`src/rtl/bp_pkg.sv`:
```
// Shared branch-predictor types: history width, 2-bit saturating counter
// encoding and the counter training function.
package bp_pkg;

  localparam int GHR_W = 8;

  typedef logic [1:0] cnt_t;

  localparam cnt_t CNT_SNT = 2'd0;
  localparam cnt_t CNT_WNT = 2'd1;
  localparam cnt_t CNT_WT  = 2'd2;
  localparam cnt_t CNT_ST  = 2'd3;

  // Move one step toward the observed outcome, saturating at both ends.
  function automatic cnt_t sat_update(input cnt_t cnt, input logic taken);
    if (taken) return (cnt == CNT_ST) ? CNT_ST : cnt + 2'd1;
    return (cnt == CNT_SNT) ? CNT_SNT : cnt - 2'd1;
  endfunction

endpackage

```
`src/rtl/bp_inflight_fifo.sv`:
```
// In-order queue of in-flight predictions with occupancy count.
// Pushes when full and pops when empty are ignored.
module bp_inflight_fifo #(
  parameter int DEPTH = 4,
  parameter int W     = 9
) (
  input  logic                     clk,
  input  logic                     rst,
  input  logic                     push,
  input  logic [W-1:0]             wdata,
  input  logic                     pop,
  output logic [W-1:0]             rdata,
  output logic [$clog2(DEPTH):0]   count,
  output logic                     full,
  output logic                     empty
);

  localparam int AW = $clog2(DEPTH);
  localparam int CW = AW + 1;

  logic [W-1:0]  mem [DEPTH];
  logic [AW-1:0] wr_ptr;
  logic [AW-1:0] rd_ptr;
  logic          do_push;
  logic          do_pop;

  assign full    = (count == CW'(DEPTH));
  assign empty   = (count == '0);
  assign do_push = push && !full;
  assign do_pop  = pop && !empty;
  assign rdata   = mem[rd_ptr];

  // NOTE: sequential state uses non-blocking assignments so every flop samples pre-edge values.
  always_ff @(posedge clk) begin
    if (rst) begin
      wr_ptr <= '0;
      rd_ptr <= '0;
      count  <= '0;
    end else begin
      if (do_push) wr_ptr <= wr_ptr + 1'b1;
      if (do_pop)  rd_ptr <= rd_ptr + 1'b1;
      case ({do_push, do_pop})
        2'b10:   count <= count + 1'b1;
        2'b01:   count <= count - 1'b1;
        default: count <= count;
      endcase
    end
  end

  // NOTE: storage is not reset; the pointers and count decide which entries are valid.
  always_ff @(posedge clk) begin
    if (do_push) mem[wr_ptr] <= wdata;
  end

endmodule

```
`src/rtl/gshare_pht_reader.sv`:
```
// Gshare prediction: PC xor global history indexes a table of 2-bit counters;
// resolved branches train the table and pulse the history register update.
module gshare_pht_reader
  import bp_pkg::cnt_t, bp_pkg::CNT_WNT, bp_pkg::sat_update;
#(
  parameter int   GHR_W    = bp_pkg::GHR_W,
  parameter int   PC_W     = 32,
  parameter int   Q_DEPTH  = 4,
  parameter cnt_t CNT_INIT = CNT_WNT
) (
  input  logic                       clk,
  input  logic                       rst,
  input  logic                       lookup_valid,
  input  logic [PC_W-1:0]            lookup_pc,
  output logic                       lookup_ready,
  input  logic [GHR_W-1:0]           ghr,
  output logic                       pred_valid,
  output logic                       pred_taken,
  output logic [GHR_W-1:0]           pred_idx,
  input  logic                       resolve_valid,
  input  logic                       resolve_taken,
  output logic                       ghr_update,
  output logic                       ghr_taken,
  output logic                       mispredict,
  output logic [$clog2(Q_DEPTH):0]   q_count
);

  localparam int PHT_N = 2 ** GHR_W;

  cnt_t             pht [PHT_N];
  logic [GHR_W-1:0] lookup_idx;
  logic [GHR_W-1:0] head_idx;
  logic             head_pred;
  logic [GHR_W:0]   head_data;
  logic             push;
  logic             pop;
  logic             full;
  logic             empty;
  logic             unused_pc_bits;

  // Word-aligned PC bits only; the low two bits and the upper bits do not hash.
  assign lookup_idx     = lookup_pc[GHR_W+1:2] ^ ghr;
  assign unused_pc_bits = ^{lookup_pc[PC_W-1:GHR_W+2], lookup_pc[1:0]};

  assign lookup_ready = !full;
  assign push         = lookup_valid && !full;
  assign pop          = resolve_valid && !empty;
  assign {head_idx, head_pred} = head_data;

  bp_inflight_fifo #(
    .DEPTH (Q_DEPTH),
    .W     (GHR_W + 1)
  ) u_fifo (
    .clk   (clk),
    .rst   (rst),
    .push  (push),
    .wdata ({lookup_idx, pht[lookup_idx][1]}),
    .pop   (pop),
    .rdata (head_data),
    .count (q_count),
    .full  (full),
    .empty (empty)
  );

  // Counters must restart weakly not-taken, so the whole table is reset.
  always_ff @(posedge clk) begin
    if (rst) begin
      for (int i = 0; i < PHT_N; i++) pht[i] <= CNT_INIT;
    end else if (pop) begin
      pht[head_idx] <= sat_update(pht[head_idx], resolve_taken);
    end
  end

  // A lookup reads the table before this edge's training write lands.
  always_ff @(posedge clk) begin
    if (rst) begin
      pred_valid <= 1'b0;
      pred_taken <= 1'b0;
      pred_idx   <= '0;
      ghr_update <= 1'b0;
      ghr_taken  <= 1'b0;
      mispredict <= 1'b0;
    end else begin
      pred_valid <= push;
      pred_taken <= push && pht[lookup_idx][1];
      if (push) pred_idx <= lookup_idx;
      ghr_update <= pop;
      ghr_taken  <= pop && resolve_taken;
      mispredict <= pop && (resolve_taken != head_pred);
    end
  end

endmodule
```
`config.mk`:
```
export PLATFORM = sky130hd
export DESIGN_NAME = gshare_pht_reader
export DESIGN_NICKNAME = d
export VERILOG_FILES = /design/src/rtl/bp_pkg.sv /design/src/rtl/bp_inflight_fifo.sv /design/src/rtl/gshare_pht_reader.sv
export SDC_FILE = /design/constraint.sdc
export NUM_CORES = 1
export LEC_CHECK = 0
export BUFFER_PORTS_ARGS = -buffer_cell sky130_fd_sc_hd__buf_2
export CORE_MARGIN = 4
export CORE_UTILIZATION = 45
export CTS_CLUSTER_SIZE = 24
export DETAILED_ROUTE_END_ITERATION = 8
export PLACE_DENSITY = 0.61
export SYNTH_ARGS = -nofsm -noshare
export SYNTH_HDL_FRONTEND = slang
export SYNTH_SLANG_ARGS = --single-unit
```
`constraint.sdc`:
```
create_clock -name clk -period 11.4 [get_ports clk]
set_clock_uncertainty 0.05 [all_clocks]
set_input_delay 0 -clock clk [delete_from_list [all_inputs] [get_ports clk]]
set_output_delay 0 -clock clk [all_outputs]
set_load 0.005 [all_outputs]
```
; Yosys cells after proc, flatten, opt, wreduce, memory -nomap -nowiden
; Memory sizes are Yosys's and may differ from the RTL's. A register that Yosys moved wholly into a read port is not among the register bits.
; Index checks and enable logic that the tools add are counted.
[classes]
mux = 22
multipliers = 0
n_addsub = 6
n_eq_ne = 5
shifts = 0
bitwise_logic = 1
order_cmp = 0
div = 0
n_reduce_logical = 13
[ops]
columns = cell, count
row1 = $mux W2, 9
row2 = $mux W1, 11
row3 = $mux W8, 1
row4 = $xor A8 B8 Y8, 1
row5 = $logic_and A1 B1 Y1, 7
row6 = $add A2 B1 Y2 const B, 3
row7 = $pmux W3 S2, 1
row8 = $eq A2 B2 Y1 const B, 2
row9 = $add A3 B1 Y3 const B, 1
row10 = $eq A3 B3 Y1 const B, 1
row11 = $logic_not A3 Y1, 1
row12 = $sub A3 B1 Y3 const B, 1
row13 = $eq A2 B1 Y1 const B, 1
row14 = $logic_not A1 Y1, 2
row15 = $logic_not A2 Y1, 1
row16 = $reduce_bool A2 Y1, 1
row17 = $reduce_or A2 Y1, 1
row18 = $sub A2 B1 Y2 const B, 1
row19 = $ne A1 B1 Y1, 1
[word_totals]
memories = 2
output_inout_bits = 17
in_bits = 45
ramBits = 548
mem_bits_ro = 0
latch_bits = 0
regBits = 20
[memory_table]
columns = memory, depth, word_bits, rd, rd_clocked_by_memory_dff, write_ports, line
row1 = pht, 256, 2, 2, 0, 256, gshare_pht_reader.sv:30  ; cnt_t pht [PHT_N];
row2 = u_fifo.mem, 4, 9, 1, 1, 1, bp_inflight_fifo.sv:21  ; logic [W-1:0] mem [DEPTH];

; Longest topological paths before layout
; Gate-level depths: netlist (run 1).
[depth]
depth_word = 9
ltp_mapped = 19

; Hierarchy
; Synthesis (run 1) repeated with hierarchy kept, for this count alone.
[unflattened]
cells_unflattened = 2415
hier_area_um2 = 30306.6
[modules_own_cells]
columns = module, cells_each, area_each_um2, seq_area_each_um2, n_inst
row1 = gshare_pht_reader, 2314, 28533.6, 15635.0, 1
row2 = bp_inflight_fifo, 101, 1773.0, 1261.2, 1

; Least setup slack after synthesis (run 1)
; Ideal clock, no wire load.
[synth_timing]
path_type = reg2reg
from = register with a tool-made name
to = memory pht[155][1] in the netlist's numbering, data pin
arrival_ps = 3398
synth_period_minus_slack_ps = 3726
path_buffers = 7
required_ps = 11072
slack_ps = 7674
stages_incl_launch_ff = 17
path_cell_list = dfxtp_1 -> buf_6 -> mux4_2 -> buf_6 -> buf_6 -> buf_6 -> buf_4 -> a211oi_1 -> a2111oi_0 -> a2111oi_0 -> nand4b_1 -> a311oi_1 -> and2_1 -> maj3_2 -> buf_2 -> buf_4 -> nor3_2
[synth_lines]
columns = item, line
row1 = end: declaration, gshare_pht_reader.sv:30

==> flow_metrics.tcl, run 1 <==
set metrics [dict create \
    overflow 0 \
    fp.dieW_um 272.0 \
    viasPerCell 6.705 \
    ff2ff_setup_slack_ns 4.57 \
    root_buffer "clkbuf_16" \
    rr_worst_depth 12 \
    yosys_warnings 0 \
    synthTopCellsByArea "edfxtp_1 (52%), mux4_2 (9.8%), nor3_2 (6.3%), a21o_1 (5.7%), mux2i_1 (5.6%)" \
    synth-seq-area-share_pct 53.86 \
    vdd_drop_max_mv 0.5199 \
    critPathKind "flop to flop" \
    rsz0062_at_grt "false" \
    drive_gt1_share_pct 25.06 \
    fin_crit_sh_pct 59.94 \
    powerDensity_nw_per_um2 235.3 \
    dp_hpwl_um 58900 \
    power_leakage_nw 11.08 \
    final.fill_count 5843 \
    coreArea_um2 68830 \
    grt_pass1_wl_um 149400 \
    synth_cell_types 59 \
    synth_flop_cell "edfxtp_1" \
    synth_top_area_share_pct 52.45 \
    ctsHoldBuffers 12 \
    tns_ns 0 \
    syn-num-nets 2489 \
    wl_um 103200 \
    grt_max_degree 190 \
    whs_path_depth 3 \
    die_h_um 272.0 \
    area_growth_pct 9.293 \
    multiInputGateArea_um2 13260 \
    p_sw_mw 3.689 \
    hold_start "lookup_pc[3]" \
    wl_per_cell_um 31.34 \
    io-pin-count 62 \
    clockBufferDepth 3 \
    drc 0 \
    drt_iter0_drc 2938 \
    synth_largest_area_cell "edfxtp_1" \
    synthMuxAreaShare_pct 15.85 \
    sequentialPowerShare_pct 29.7 \
    tritoncts "yes" \
    worst_pin_slew_ns 1.310 \
    reg2reg_to "pht[19][1]$_SDFFCE_PN0P_" \
    nets 2365 \
    maxSlewHeadroom_pct 12.60 \
    clock_latency_ns 0.61 \
    grt_pass1_vias 21769 \
    clkSinkCount 570 \
    drv_slew 0 \
    cts_setup_buffers 0 \
    cts_buffers 66 \
    rows 96 \
    dieArea_um2 74010 \
    diodes 0 \
    synth_edf_count 548 \
    synth_xor_area_share_pct 0.3908 \
    p_total_mw 8.067 \
    max_freq_mhz 146.4 \
    min_period_ns 6.833 \
    antenna_found_initial 0 \
    h-tree-depth 3 \
    synth_seq_cells 570 \
    vias 22078 \
    seq_area_um2 16900 \
    final_common_cell "edfxtp_1" \
    status "finished clean" \
    maxCapViolCount 0 \
    p_int_mw 4.379 \
    switching_share_pct 45.72 \
    synth_area_um2 31370 \
    grt_use_total_pct 27.46 \
    routabilityCongestion 0.8761 \
    synthArstFlopShare_pct 0 \
    ant_nets 0 \
    mostFrequentLayoutCells "edfxtp_1 (548), nand3_1 (286), a21o_1 (240), nor3_2 (199), mux2i_1 (175)" \
    synth_top_family_by_area "simple AND/OR/NAND/NOR gates" \
    hp-class "input pin to flop" \
    arrival_ns 7.09 \
    start_kind "flop" \
    cts_resized 0 \
    synth_fa_ha_area_share_pct 0.3350 \
    cp-end-kind "flop" \
    clk_pin_slew_worst_paths_ns 0.06 \
    p_clk_share_pct 26.2 \
    path_max_fanout 160 \
    drt_first_pass_iters 8 \
    hold_violations 0 \
    synth-simple-area-share_pct 16.25 \
    syn_area_per_cell_um2 12.87 \
    netlist_instances 2438 \
    synth_compound_area_share_pct 8.650 \
    io_buffers 37 \
    start_util_pct 45.58 \
    hold_end "u_fifo.mem[2][2]$_DFFE_PP_" \
    cp.required_ns 11.65 \
    p_comb_share_pct 44.1 \
    setup_viol 0 \
]
[kinds of logic after synthesis]
| family | Yosys count |
|---|---|
| simple gates | 846 |
| flops | 570 |
| xor+xnor | 14 |
| compound gates | 367 |
| buf+inv | 309 |
| fa+ha+maj | 8 |
| mux | 324 |
[metal layers]
metal / vias up / wire length [um] / GRT usage, %
li1: 9147 / - / -
met1: 11248 / 39490 / 37.15
met2: 1414 / 47640 / 42.70
met3: 269 / 10820 / 5.788
met4: 0 / 5238 / 12.85
met5: - / 0 / 0
[flip-flops by register name (all words and copies together) (netlist names), named ones only]
register	flops
pht	512
ghr_update	1
u_fifo.mem	36
pred_valid	1
ghr_taken	1
pred_idx	8
pred_taken	1
u_fifo.rd_ptr	2
mispredict	1
u_fifo.wr_ptr	2
u_fifo.count	3
[cell type report]
class	instances	area share (%)
flip-flops and latches	570	49.28
multi-input cells	1559	38.68
clock buffers	97	5.612
well taps	931	3.397
repair buffers	107	2.368
clock inverters	19	0.5547
inverters	10	0.1095
[power groups by stage]
stage	Clock [mW]	Combinational, mW	Sequential (mW)
CTS	2.13	3.48	2.39
global placement	0	3.44	2.43
detailed placement	0	3.47	2.44
finish	2.11	3.56	2.39
floorplan	0	2.55	2.42
global route	2.22	3.68	2.40
[Yosys cell counts (all sizes together), types with 12 or more instances]
cell,count
a21o,240
nor4,16
a21oi,22
clkbuf,192
nand2b,27
a211oi,16
nor3,247
mux2i,175
a32oi,14
nand2,119
edfxtp,548
a22oi,22
nor2,96
mux4,137
buf,107
mux2,12
nor2b,18
dfxtp,22
nand3,286
[through the flow]
stage / worst slack, ns / util (%) / hold slack (ns) / instances / instance area (um2)
floorplan: 7.674 / - / 0.09633 / 2438 / 31370
global placement: 4.793 / 46.57 / 0.2187 / 3165 / 32050
detailed placement: 4.658 / 46.57 / 0.2419 / 3165 / 32050
CTS: 4.615 / 49.82 / 0.05081 / 3293 / 34290
global route: 4.340 / 49.82 / 0.07743 / 3293 / 34290
finish: 4.567 / 49.82 / 0.07924 / 3293 / 34290
[worst max path at each step]
stage | startpoint | to | slack (ns)
floorplan | flop | pht[155][1]$_SDFFCE_PN0P_ | 7.67
global placement | flop | pht[16][1]$_SDFFCE_PN0P_ | 4.79
detailed placement | flop | pht[144][1]$_SDFFCE_PN0P_ | 4.66
CTS | flop | pht[9][1]$_SDFFCE_PN0P_ | 4.62
global route | flop | pht[3][1]$_SDFFCE_PN0P_ | 4.34
finish | flop | pht[19][1]$_SDFFCE_PN0P_ | 4.57
[worst max-delay path: stages (launching register included)]
cell and delay [ns]:
dfxtp_1 0.74, mux4_4 0.82, buf_4 0.54, mux4_2 0.60, and3_1 0.20, a311oi_1 0.36
a41oi_1 0.26, o21a_1 0.23, a311oi_1 0.52, and2_1 0.22, maj3_4 0.80, buf_12 0.86
nor3_1 0.11
No activity file was read; power rests on OpenSTA's default activity.
==> run 2, diff against run 1 <==
--- a/config.mk
+++ b/config.mk
@@ -10,7 +10,7 @@
 export CORE_UTILIZATION = 45
 export CTS_CLUSTER_SIZE = 24
 export DETAILED_ROUTE_END_ITERATION = 8
-export PLACE_DENSITY = 0.61
+export PLACE_DENSITY = 0.64
 export SYNTH_ARGS = -nofsm -noshare
 export SYNTH_HDL_FRONTEND = slang
 export SYNTH_SLANG_ARGS = --single-unit
==> constraint.sdc (replaced) <==
create_clock -name clk -period 5.94 [get_ports clk]
set_clock_uncertainty 0.05 [all_clocks]
set_input_delay 0 -clock clk [delete_from_list [all_inputs] [get_ports clk]]
set_output_delay 0 -clock clk [all_outputs]
set_load 0.005 [all_outputs]
==> run 2 against run 1 <==
Net effect:
- sequential power increased by 92%
- critical path depth unchanged
- non-clock buffer count increased by 45
==> flow_metrics.tcl, run 2 (synthesis results as in run 1) <==
set metrics [dict create \
    status "finished clean" \
    largestRegisters "pht: 512 flops, u_fifo.mem: 36 flops, pred_idx: 8 flops" \
    cp-end-kind "flop" \
    vias 22592 \
    p_total_mw 16.07 \
    placed_area_um2 32590 \
    grt_pass1_vias 22075 \
    final_common_cell "edfxtp_1" \
    clk_pin_slew_worst_paths_ns 0.06 \
    area_growth_pct 10.79 \
    place_inst 3208 \
    viasPerCell 6.770 \
    dp_hpwl_um 62790 \
    io_buffers 37 \
    min_period_ns 5.291 \
    root_buffer "clkbuf_16" \
    fp.dieW_um 272.0 \
    arrival_ns 5.57 \
    hold_violations 0 \
    fin_crit_sh_pct 89.08 \
    setup_viol 0 \
    nets 2405 \
    grt_max_degree 141 \
    clock_latency_ns 0.64 \
    start_util_pct 45.58 \
    ant_nets 0 \
    rsz0062_at_grt "false" \
    rows 96 \
    stdcell_count 3337 \
    final_core_utilization_pct 50.50 \
    path_max_fanout 140 \
    mostFrequentLayoutCells "edfxtp_1 (548), nand3_1 (286), a21o_1 (240), nor3_2 (199), mux2i_1 (175)" \
    routabilityCongestion 0.9379 \
    cts_buffers 61 \
    drt_iter0_drc 3143 \
    h-tree-depth 2 \
    drt_first_pass_iters 6 \
    dieArea_um2 74010 \
    hp-class "input pin to flop" \
    clockBufferDepth 3 \
    max_freq_mhz 189.0 \
    clkSinkCount 570 \
    overflow 0 \
    maxCapViolCount 0 \
    worst_pin_slew_ns 1.355 \
    grt_use_total_pct 27.56 \
    vdd_drop_max_mv 0.6278 \
    drive_gt1_share_pct 26.49 \
    regMostFlops "pht" \
    critPathKind "flop to flop" \
    fin_area_um2 34760 \
    wl_per_cell_um 31.32 \
    grt_pass1_wl_um 150700 \
    final.fill_count 5815 \
    tritoncts "yes" \
    layout_setup_ws_ns 0.6486 \
    drc 0 \
    coreArea_um2 68830 \
    tns_ns 0 \
    wl_um 104500 \
    io-pin-count 62 \
    drv_slew 0 \
    maxSlewHeadroom_pct 9.593 \
    start_kind "flop" \
    largest_register_ff_count 512 \
    power_leakage_nw 11.33 \
    cp.required_ns 6.21 \
    hold_ws_ns 0.05948 \
    die_h_um 272.0 \
    powerDensity_nw_per_um2 462.3 \
    antenna_found_initial 1 \
    dp_slack_ns 0.7840 \
]
[run 2: cell types whose count changed in the layout (fill, tap and decap cells not counted), moves of 2 or more]
cell,before,now
buf_12,5,23
buf_4,53,78
bufinv_16,4,8
clkbuf_1,21,9
clkbuf_16,71,63
clkbuf_8,6,2
clkinv_1,8,16
clkinv_2,7,13
clkinvlp_4,0,4
dlygate4sd3_1,12,14
nor2_1,63,65
nor2_4,11,9
[run 2: cell type report]
type	count	area [um2]	share of cell area [%]
clock buffers	73	1624	4.672
inverters	10	37.54	0.1080
diodes	1	2.502	0.007199
multi-input cells	1559	13250	38.13
clock inverters	41	400.4	1.152
well taps	931	1165	3.351
repair buffers	152	1380	3.970
flip-flops and latches	570	16900	48.61
[run 2: per-layer routing]
layer  track usage, %  part of all wire (%)  vias up
met4            12.63                   5.4        0
met2            43.06                    46     1665
met1            36.70                    37    11344
met5                0                     0        -
li1                 -                     -     9239
met3            6.589                    12      344
[run 2: where the power goes]
| group | internal (mW) | leakage, nW | switching (mW) |
|---|---|---|---|
| clock | 2.28 | 0.987 | 1.63 |
| sequential | 4.53 | 4.89 | 0.0789 |
| combinational | 1.99 | 5.46 | 5.56 |
[run 2: final timing paths]
path,startpoint,end,slack [ns],cells past startpoint
setup / recovery,flop,pht[148][0]$_SDFFCE_PN1P_,0.65,12
hold reg to reg,pred_idx[7]$_SDFFE_PP0P_,pred_idx[7]$_SDFFE_PP0P_,0.44,2
hold / removal,lookup_pc[4],u_fifo.mem[2][3]$_DFFE_PP_,0.06,4
setup reg to reg,flop,pht[148][0]$_SDFFCE_PN1P_,0.65,12
[run 2: critical path, cell delays in order (launching register included)]
cell       delay [ns]
dfxtp_1          0.61
mux4_4           1.03
buf_12           0.32
buf_12           0.20
mux4_2           0.48
a22oi_1          0.23
o2111ai_1        0.27
o22ai_1          0.42
nor4_1           0.09
nand2_1          0.15
maj3_4           0.25
buf_12           0.44
nand3_1          0.17
[run 2: what timing repair did]
action	in CTS	in global routing
hold buffers	14	0
setup endpoints to repair	0	0
gates resized for setup	0	0
setup buffers	0	0
endpoints found under the hold margin	68	0
